--- src/rtl/mc_control_fsm.sv ---
// Multi-cycle control unit: steps IF/ID/EXE/MEM/WB, drives PC update,
// register-file, ALU and data-memory controls, counts retired instructions
// and flags halt/illegal instructions.
module mc_control_fsm #(
    parameter int COUNT_W = 32
) (
    input  logic               clk,
    input  logic               rst_n,
    input  logic [5:0]         op,
    input  logic [5:0]         funct,
    input  logic               zero,
    output logic               PCWre,
    output logic [1:0]         PCSrc,
    output logic               IRWre,
    output logic               RegWre,
    output logic               RegDst,
    output logic               ALUSrcB,
    output logic [2:0]         ALUOp,
    output logic               ExtSel,
    output logic               MemRd,
    output logic               MemWr,
    output logic               DBDataSrc,
    output logic [2:0]         state,
    output logic               halted,
    output logic               illegal,
    output logic [COUNT_W-1:0] retired
);

    typedef enum logic [2:0] {
        S_IF   = 3'b000,
        S_ID   = 3'b001,
        S_EXE  = 3'b010,
        S_MEM  = 3'b011,
        S_WB   = 3'b100,
        S_HALT = 3'b101
    } state_t;

    typedef enum logic [3:0] {
        I_ADD,
        I_SUB,
        I_AND,
        I_OR,
        I_JR,
        I_ADDI,
        I_ORI,
        I_LW,
        I_SW,
        I_BEQ,
        I_J,
        I_HALT,
        I_ILL
    } instr_t;

    localparam logic [5:0] OP_RTYPE = 6'b000000;
    localparam logic [5:0] OP_ADDI  = 6'b001000;
    localparam logic [5:0] OP_ORI   = 6'b001101;
    localparam logic [5:0] OP_LW    = 6'b100011;
    localparam logic [5:0] OP_SW    = 6'b101011;
    localparam logic [5:0] OP_BEQ   = 6'b000100;
    localparam logic [5:0] OP_J     = 6'b000010;
    localparam logic [5:0] OP_HALT  = 6'b111111;

    localparam logic [5:0] FN_ADD   = 6'b100000;
    localparam logic [5:0] FN_SUB   = 6'b100010;
    localparam logic [5:0] FN_AND   = 6'b100100;
    localparam logic [5:0] FN_OR    = 6'b100101;
    localparam logic [5:0] FN_JR    = 6'b001000;

    localparam logic [2:0] ALU_ADD  = 3'b000;
    localparam logic [2:0] ALU_SUB  = 3'b001;
    localparam logic [2:0] ALU_AND  = 3'b010;
    localparam logic [2:0] ALU_OR   = 3'b011;

    localparam logic [1:0] PC_INC   = 2'b00;
    localparam logic [1:0] PC_BR    = 2'b01;
    localparam logic [1:0] PC_RS    = 2'b10;
    localparam logic [1:0] PC_JMP   = 2'b11;

    state_t       state_q;
    state_t       state_d;
    instr_t       instr;
    logic         illegal_set;
    logic [2:0]   alu_op_i;
    logic         alu_src_b_i;
    logic         ext_sel_i;
    logic         pc_wre_raw;
    logic         ir_wre_raw;
    logic         reg_wre_raw;
    logic         mem_rd_raw;
    logic         mem_wr_raw;
    logic         illegal_q;
    logic [COUNT_W-1:0] retired_q;

    // Classify the instruction held in the instruction register.
    always_comb begin
        instr = I_ILL;
        unique case (op)
            OP_RTYPE: begin
                unique case (funct)
                    FN_ADD:  instr = I_ADD;
                    FN_SUB:  instr = I_SUB;
                    FN_AND:  instr = I_AND;
                    FN_OR:   instr = I_OR;
                    FN_JR:   instr = I_JR;
                    default: instr = I_ILL;
                endcase
            end
            OP_ADDI: instr = I_ADDI;
            OP_ORI:  instr = I_ORI;
            OP_LW:   instr = I_LW;
            OP_SW:   instr = I_SW;
            OP_BEQ:  instr = I_BEQ;
            OP_J:    instr = I_J;
            OP_HALT: instr = I_HALT;
            default: instr = I_ILL;
        endcase
    end

    // ALU operation, operand-B select and extension mode for this instruction;
    // set up in EXE and held through MEM/WB so the ALU result stays stable.
    always_comb begin
        alu_op_i    = ALU_ADD;
        alu_src_b_i = 1'b0;
        ext_sel_i   = 1'b0;
        case (instr)
            I_ADD:  alu_op_i = ALU_ADD;
            I_SUB:  alu_op_i = ALU_SUB;
            I_AND:  alu_op_i = ALU_AND;
            I_OR:   alu_op_i = ALU_OR;
            I_ADDI: begin
                alu_src_b_i = 1'b1;
                ext_sel_i   = 1'b1;
            end
            I_ORI: begin
                alu_op_i    = ALU_OR;
                alu_src_b_i = 1'b1;
            end
            I_LW, I_SW: begin
                alu_src_b_i = 1'b1;
                ext_sel_i   = 1'b1;
            end
            I_BEQ: begin
                alu_op_i  = ALU_SUB;
                ext_sel_i = 1'b1;
            end
            default: begin
                alu_op_i    = ALU_ADD;
                alu_src_b_i = 1'b0;
                ext_sel_i   = 1'b0;
            end
        endcase
    end

    // State register; an asynchronous reset always restarts at fetch.
    always_ff @(posedge clk or negedge rst_n) begin
        if (!rst_n) begin
            state_q <= S_IF;
        end else begin
            state_q <= state_d;
        end
    end

    // Next-state and datapath control decode for the current step.
    always_comb begin
        state_d     = state_q;
        illegal_set = 1'b0;
        pc_wre_raw  = 1'b0;
        PCSrc       = PC_INC;
        ir_wre_raw  = 1'b0;
        reg_wre_raw = 1'b0;
        RegDst      = 1'b0;
        ALUSrcB     = 1'b0;
        ALUOp       = ALU_ADD;
        ExtSel      = 1'b0;
        mem_rd_raw  = 1'b0;
        mem_wr_raw  = 1'b0;
        DBDataSrc   = 1'b0;
        case (state_q)
            S_IF: begin
                ir_wre_raw = 1'b1;
                state_d    = S_ID;
            end
            S_ID: begin
                case (instr)
                    I_J: begin
                        pc_wre_raw = 1'b1;
                        PCSrc      = PC_JMP;
                        state_d    = S_IF;
                    end
                    I_JR: begin
                        pc_wre_raw = 1'b1;
                        PCSrc      = PC_RS;
                        state_d    = S_IF;
                    end
                    I_HALT: state_d = S_HALT;
                    I_ILL: begin
                        illegal_set = 1'b1;
                        state_d     = S_HALT;
                    end
                    default: state_d = S_EXE;
                endcase
            end
            S_EXE: begin
                ALUOp   = alu_op_i;
                ALUSrcB = alu_src_b_i;
                ExtSel  = ext_sel_i;
                case (instr)
                    I_BEQ: begin
                        pc_wre_raw = 1'b1;
                        PCSrc      = zero ? PC_BR : PC_INC;
                        state_d    = S_IF;
                    end
                    I_LW, I_SW: state_d = S_MEM;
                    default:    state_d = S_WB;
                endcase
            end
            S_MEM: begin
                ALUOp   = alu_op_i;
                ALUSrcB = alu_src_b_i;
                ExtSel  = ext_sel_i;
                if (instr == I_SW) begin
                    mem_wr_raw = 1'b1;
                    pc_wre_raw = 1'b1;
                    PCSrc      = PC_INC;
                    state_d    = S_IF;
                end else begin
                    mem_rd_raw = 1'b1;
                    state_d    = S_WB;
                end
            end
            S_WB: begin
                reg_wre_raw = 1'b1;
                pc_wre_raw  = 1'b1;
                PCSrc       = PC_INC;
                state_d     = S_IF;
                if (instr == I_LW) begin
                    mem_rd_raw = 1'b1;
                    DBDataSrc  = 1'b1;
                end else begin
                    ALUOp   = alu_op_i;
                    ALUSrcB = alu_src_b_i;
                    ExtSel  = ext_sel_i;
                    RegDst  = (instr != I_ADDI) && (instr != I_ORI);
                end
            end
            S_HALT: state_d = S_HALT;
            default: state_d = S_IF;
        endcase
    end

    // Enables are forced low for as long as reset is held, whatever the state.
    assign PCWre  = pc_wre_raw  & rst_n;
    assign IRWre  = ir_wre_raw  & rst_n;
    assign RegWre = reg_wre_raw & rst_n;
    assign MemRd  = mem_rd_raw  & rst_n;
    assign MemWr  = mem_wr_raw  & rst_n;

    // Sticky illegal-instruction flag, cleared only by reset.
    always_ff @(posedge clk or negedge rst_n) begin
        if (!rst_n) begin
            illegal_q <= 1'b0;
        end else if (illegal_set) begin
            illegal_q <= 1'b1;
        end
    end

    // Retired count: one per instruction, on the edge that closes its PC write.
    always_ff @(posedge clk or negedge rst_n) begin
        if (!rst_n) begin
            retired_q <= '0;
        end else if (pc_wre_raw) begin
            retired_q <= retired_q + COUNT_W'(1);
        end
    end

    assign state   = state_q;
    assign halted  = (state_q == S_HALT);
    assign illegal = illegal_q;
    assign retired = retired_q;

`ifndef SYNTHESIS
    // Memory read and write are never requested together, and HALT never moves the PC.
    always @(posedge clk) begin
        if (rst_n) begin
            assert (!(MemRd && MemWr));
            assert (!(halted && PCWre));
        end
    end
`endif

endmodule

--- config.mk ---
export PLATFORM = sky130hd
export DESIGN_NAME = mc_control_fsm
export DESIGN_NICKNAME = d
export VERILOG_FILES = /design/src/rtl/mc_control_fsm.sv
export SDC_FILE = /design/constraint.sdc
export NUM_CORES = 1
export LEC_CHECK = 0
export ABC_AREA = 1
export CAP_MARGIN = 20
export CORE_UTILIZATION = 58
export DETAILED_ROUTE_END_ITERATION = 10
export DONT_BUFFER_PORTS = 1
export GPL_TIMING_DRIVEN = 0
export HOLD_SLACK_MARGIN = 0.15
export MAX_ROUTING_LAYER = met4
export PLACE_DENSITY = 0.77
export SYNTH_ARGS = -nofsm -noshare
export SYNTH_HDL_FRONTEND = slang
export SYNTH_SLANG_ARGS = --single-unit
--- constraint.sdc ---
create_clock -name clk -period 2.4 [get_ports clk]
set_input_delay 0.36 -clock clk [delete_from_list [all_inputs] [get_ports clk]]
set_output_delay 0.36 -clock clk [all_outputs]
set_load 0.02 [all_outputs]
==> impl_metrics.json, run 1 <==
{
  "wirelength_um": 6620,
  "synth-edff-count": 0,
  "post-route-period-util": 0.943,
  "netlist_area_sq_um": 2670,
  "leakage_nw": 1.40,
  "placement.io_buffers": 0,
  "numCtsBuffers": 5,
  "initial_utilization": 0.608,
  "crit_arrival_ps": 1900,
  "cp-end-kind": "output port",
  "cp_slowest_stage_delay_ps": 510,
  "cts.sink_count": 36,
  "ir_worst_vdd_v": 0.000626,
  "cap_violations": 0,
  "maxSlewHeadroom": 0.539,
  "synthArstFlopShare": 1.00,
  "chipWidth_um": 69.8,
  "status": "finished, final reports clean",
  "h-tree-depth": 2,
  "crit_slowest_cell": "dfrtp_2",
  "grt_pass1_wl_um": 11200,
  "avgRoutedWirePerCell_um": 14.1,
  "rows": 24,
  "rsz0062_at_grt": "true",
  "setup_viol": 0,
  "yosysWarnings": 0,
  "grt_usage": 0.298,
  "criticalPathCategory": "reg -> out",
  "hold_viol_final": 0,
  "cp.required_ps": 2040,
  "netlist_instances": 408,
  "antenna_found_initial": 0,
  "die_area_sq_um": 4870,
  "core_area_sq_um": 4380,
  "cts_buffer_depth": 2,
  "slew_violations": 0,
  "worst_pin_slew_ps": 686,
  "fin_crit_ps": 2260,
  "dpl.hpwl_um": 5100,
  "diodes": 0,
  "overflow": 0,
  "clkLatencyLatePin_ps": 290,
  "final_cells": 470,
  "utilization": 0.663,
  "drt-initial-drc-count": 193,
  "tritoncts": "yes",
  "dp_cells": 460,
  "fin_area_sq_um": 2910,
  "crit_buf_inv": 4,
  "min_path_type": "in -> reg",
  "synth_nets": 424,
  "p_total_mw": 2.16,
  "crit_chain": "nor2_4 > inv_1 > nor2_1 > inv_1 > nor2_1 > nor2_2 > nand3_4 > buf_4 > nand2_1 > inv_1",
  "syn_avg_cell_area_sq_um": 6.54,
  "start_kind": "flip-flop",
  "drtPass1Iterations": 5,
  "postRouteAntennaNets": 0,
  "ctsRootBufferMaster": "clkbuf_8",
  "io_pins": 66,
  "fillers": 387,
  "yosys_most_used_dff": "dfrtp_1",
  "gp_congestion": 0.925,
  "clkSlewWorstSetupHoldPaths_ps": 80,
  "fmax_mhz": 442,
  "path_max_fanout": 10,
  "ys_seq_area_frac": 0.338,
  "drc_errors": 0,
  "viasPerCell": 5.48,
  "place_area_sq_um": 2730,
  "synth_cell_types": 31,
  "vias": 2576,
  "synth_seq_cells": 36,
  "area_growth_pct": 8.91,
  "grt_max_degree": 37,
  "p_per_area_nw_per_um2": 745,
  "fin_nets": 433,
  "drive_gt1_frac": 0.0789,
  "critPathTopFamily": "simple AND/OR/NAND/NOR gates",
  "skew_ps": 9.63,
  "grt_pass1_vias": 2375,
  "die_y_um": 69.8,
  "crit_path_frequent_cell": "inv_1",
  "post_cts.repair.setup_buffers": 0
}
[layout by cell type, fill, tap and decap left out, types with 2 or more instances in the layout]
cell type,instances
nand4_1,8
o21a_1,2
a21oi_1,3
nand2_1,111
nor2_1,55
nand3_2,3
nand3_1,19
nor4_1,2
a21boi_0,2
xnor2_1,2
nor2_2,5
xor2_1,27
inv_1,69
nor2_4,3
buf_4,3
clkbuf_8,5
dfrtp_1,33
buf_2,2
o21ai_0,25
dfrtp_2,3
nor3_1,19
[worst min-delay path, cell delays in order]
cell and delay [ps]:
nor2_1 40, nand3_2 80, nand3_1 70, o21ai_1 130
[what timing repair did]
item	CTS	global route
hold buffers	2	0
hold endpoints to repair	36	0
cloned	0	0
endpoints found under the setup margin	2	4
gates resized for setup	4	7
pin swaps	0	1
[per-stage QoR]
stage	worst slack [ps]	TNS [ps]	hold slack (ps)
finish	137	0	443
global route	-14.1	-14.1	433
CTS	20.4	0	424
detailed placement	169	0	65.1
global placement	166	0	65.1
floorplan	387	0	64.4
[power by group]
group,switching (mW),internal [mW],leakage (nW)
logic,0.492,0.206,0.903
registers,0.234,0.699,0.445
clock network,0.227,0.307,0.0541
[synth_stat cells, types with 2 or more instances]
cell / n / share of area
inv_1: 69 / 0.097
o21a_1: 2 / 0.0056
dfrtp_1: 36 / 0.34
a21oi_1: 3 / 0.0056
xor2_1: 27 / 0.089
xnor2_1: 2 / 0.0066
nand4_1: 8 / 0.019
nor4_1: 2 / 0.0047
nand3_1: 19 / 0.036
buf_4: 3 / 0.0084
o21ai_0: 25 / 0.047
nor2_2: 2 / 0.0047
nand2_1: 111 / 0.16
nand3_2: 3 / 0.011
buf_2: 2 / 0.0038
a21boi_0: 2 / 0.0056
nor2_1: 60 / 0.084
nor3_1: 19 / 0.036
[sequential cells by signal, summed over array words and instances, names as in the netlist]
name / cells
state: 3
retired: 32
illegal: 1
[per-layer routing]
| metal | wire, um | up-vias | share of wire | track usage |
|---|---|---|---|---|
| met2 | 3130 | 104 | 0.47 | 0.476 |
| met4 | 73 | 0 | 0.011 | 0.0622 |
| met3 | 490 | 8 | 0.074 | 0.0698 |
| li1 | - | 1292 | - | - |
| met1 | 2930 | 1172 | 0.44 | 0.387 |
| met5 | 0 | - | 0 | - |
[cell families (layout without fill, tap and decap cells)]
| kind of cell | Yosys count | after routing | share of synthesized area |
|---|---|---|---|
| XOR/XNOR | 29 | 29 | 0.0952 |
| AND/OR/NAND/NOR | 228 | 228 | 0.367 |
| adder cells (fa/ha/maj) | 1 | 1 | 0.00469 |
| AO/OA/AOI/OAI | 38 | 38 | 0.0802 |
| flip-flops | 36 | 36 | 0.338 |
| other | 1 | 1 | 0.00141 |
| buffers and inverters | 75 | 85 | 0.114 |
[layout make-up]
cell class / count / area (sq um) / area share
multi-input combinational: 297 / 1490 / 0.513
sequential: 36 / 905 / 0.311
inverter: 69 / 259 / 0.0891
clock buffer: 5 / 68.8 / 0.0237
tap: 52 / 65.1 / 0.0224
buffer: 6 / 43.8 / 0.0151
clock inverter: 3 / 42.5 / 0.0146
timing repair buffer: 2 / 30.0 / 0.0103
[path summary, 6_finish.rpt]
check                      cells past startpoint     endpoint  startpoint  slack, ps
max in group asynchronous                      2     state[0]       rst_n       1670
min                                            4     state[1]    funct[4]        440
max reg2reg                                    8  retired[30]  retired[0]        300
min in group asynchronous                      2   retired[6]       rst_n        520
min reg2reg                                    1      illegal     illegal        650
max                                           10        PCWre    state[2]        140
No activity file was read; power rests on OpenSTA's default activity.
==> inputs of run 2 (changes only) <==
--- a/config.mk
+++ b/config.mk
@@ -14,6 +14,7 @@
 export HOLD_SLACK_MARGIN = 0.15
 export MAX_ROUTING_LAYER = met4
 export PLACE_DENSITY = 0.77
+export SETUP_SLACK_MARGIN = 0.4
 export SYNTH_ARGS = -nofsm -noshare
 export SYNTH_HDL_FRONTEND = slang
 export SYNTH_SLANG_ARGS = --single-unit
==> run 2 against run 1 <==
  * Fmax increased by 9.5%
  * Clock power down 11%
  * Critical path depth down 5
  * Sequential power up 2%
  * Critical endpoint is now MemWr
  * Largest cell class unchanged
==> impl_metrics.json, run 2 (same netlist as run 1, synthesis figures left out) <==
{
  "cts.sink_count": 36,
  "fmax_mhz": 484,
  "crit_slowest_cell": "dfrtp_2",
  "placement.io_buffers": 0,
  "worst_pin_slew_ps": 618,
  "crit_buf_inv": 2,
  "cp.required_ps": 2040,
  "status": "finished, final reports clean",
  "post-route-period-util": 0.861,
  "gp_congestion": 0.921,
  "min_from": "funct[4]",
  "drtPass1Iterations": 4,
  "grt_usage": 0.309,
  "hold_end": "state[1]",
  "rr_worst_depth": 8,
  "grt.met1_usage": 0.385,
  "fin_crit_ps": 2070,
  "cp-end-kind": "output port",
  "rows": 24,
  "io_pins": 66,
  "final_common_cell": "nand2_1",
  "cp_slowest_stage_delay_ps": 520,
  "met3_usage": 0.0683,
  "grt_max_degree": 37,
  "ctsRootBufferMaster": "clkbuf_8",
  "setup_viol": 0,
  "fin_nets": 442,
  "vias": 2665,
  "switchingPower_mw": 1.04,
  "wirelength_um": 7260,
  "cap_violations": 0,
  "power_frac_seq": 0.419,
  "grt_pass1_wl_um": 11600,
  "skew_ps": 6.48,
  "dp_cells": 460,
  "clock_power_share": 0.209,
  "slew_violations": 0,
  "h-tree-depth": 2,
  "power.internal_mw": 1.23,
  "hold_viol_final": 0,
  "numCtsBuffers": 5,
  "ir_worst_vdd_v": 0.000584,
  "r2r_slack_ps": 490,
  "initial_utilization": 0.608,
  "chipWidth_um": 69.8,
  "crit_arrival_ps": 1710,
  "largest_reg_flops": 32,
  "p_total_mw": 2.27,
  "diodes": 0,
  "core_area_sq_um": 4380,
  "die_area_sq_um": 4870,
  "antenna_found_initial": 0,
  "cts_buffer_depth": 2,
  "die_y_um": 69.8,
  "fin_tns_setup_ps": 0,
  "viasPerCell": 5.58,
  "clkLatencyLatePin_ps": 290,
  "rsz0062_at_grt": "true",
  "p_comb_frac": 0.372,
  "overflow": 0,
  "area_growth_pct": 17.2,
  "critPathTopFamily": "simple AND/OR/NAND/NOR gates",
  "clkSlewWorstSetupHoldPaths_ps": 70,
  "leakage_nw": 1.46,
  "drc_errors": 0,
  "min_path_type": "in -> reg",
  "final_cell_mix": "110 x nand2_1, 61 x inv_1, 48 x nor2_1, 30 x dfrtp_1, 27 x xor2_1",
  "switching_share": 0.457,
  "worstReg2RegStart": "retired[0]",
  "path_max_fanout": 6,
  "criticalPathCategory": "reg -> out",
  "final_cells": 478,
  "maxSlewHeadroom": 0.585,
  "avgRoutedWirePerCell_um": 15.2,
  "crit_chain": "nor2_4 > inv_2 > nor2_4 > inv_2 > nor3_1",
  "p_per_area_nw_per_um2": 725,
  "r2r_end": "retired[30]",
  "start_kind": "flip-flop",
  "min_path_cells": 4,
  "drive_gt1_frac": 0.169,
  "postRouteAntennaNets": 0,
  "drt-initial-drc-count": 182,
  "grt_pass1_vias": 2470,
  "use_met2": 0.507,
  "tritoncts": "yes",
  "cp-startpoint": "state[2]",
  "grt.busiest_layer": "met2",
  "dpl.hpwl_um": 5220
}
## run 2: power by group through the flow
stage	Sequential (mW)	Combinational, mW	Clock [mW]
after CTS	0.937	0.759	0.480
final	0.950	0.842	0.474
after floorplan	0.900	0.522	0
after detailed placement	0.930	0.662	0
after global routing	0.963	0.921	0.506
after global placement	0.929	0.645	0
## run 2: area by class of cell
cell class                 instances  area [sq um]
sequential                        36           908
buffer                             6          50.0
multi-input combinational        297          1650
fill                             371          1260
clock buffer                       7          96.3
timing repair buffer              11          97.6
inverter                          69           262
tap                               52          65.1
## run 2: routing by layer
layer / routed length (um) / vias to the layer above
met1: 3190 / 1265
met2: 3600 / 84
met5: 0 / -
met4: 100 / 0
li1: - / 1305
met3: 368 / 11
## run 2: worst max-delay path by stage
stage	end	slack (ps)	cells past startpoint
6_report	MemWr	330	5
5_1_grt	PCWre	280	10
4_1_cts	PCWre	320	11
3_5_place_dp	ALUOp[0]	270	8
3_3_place_gp	MemRd	280	5
2_1_floorplan	ALUOp[0]	460	8
## run 2: worst register-to-register path, stage by stage, from the launching register on
cell and delay (ps):
dfrtp_2 480, ha_1 230, nand3_1 200, nor2_2 220
inv_1 100, nor2_2 200, a21boi_0 100, o21ai_0 200
nand2_1 70
## run 2: what timing repair did
item / in CTS / in global routing
buffers inserted: 3 / 6
pin swaps: 4 / 8
resized for setup: 28 / 30
hold endpoints to repair: 36 / 0
endpoints found under the setup margin: 14 / 24
hold buffers: 2 / 0
## run 2: per-stage QoR
step	hold WS (ps)	setup WS [ps]	area (sq um)	util
after floorplan	64.4	461	2670	-
after global placement	65.1	285	2740	0.624
after detailed placement	65.1	269	2740	0.624
after CTS	448	315	2990	0.681
after global routing	486	281	3130	0.713
final	478	334	3130	0.713
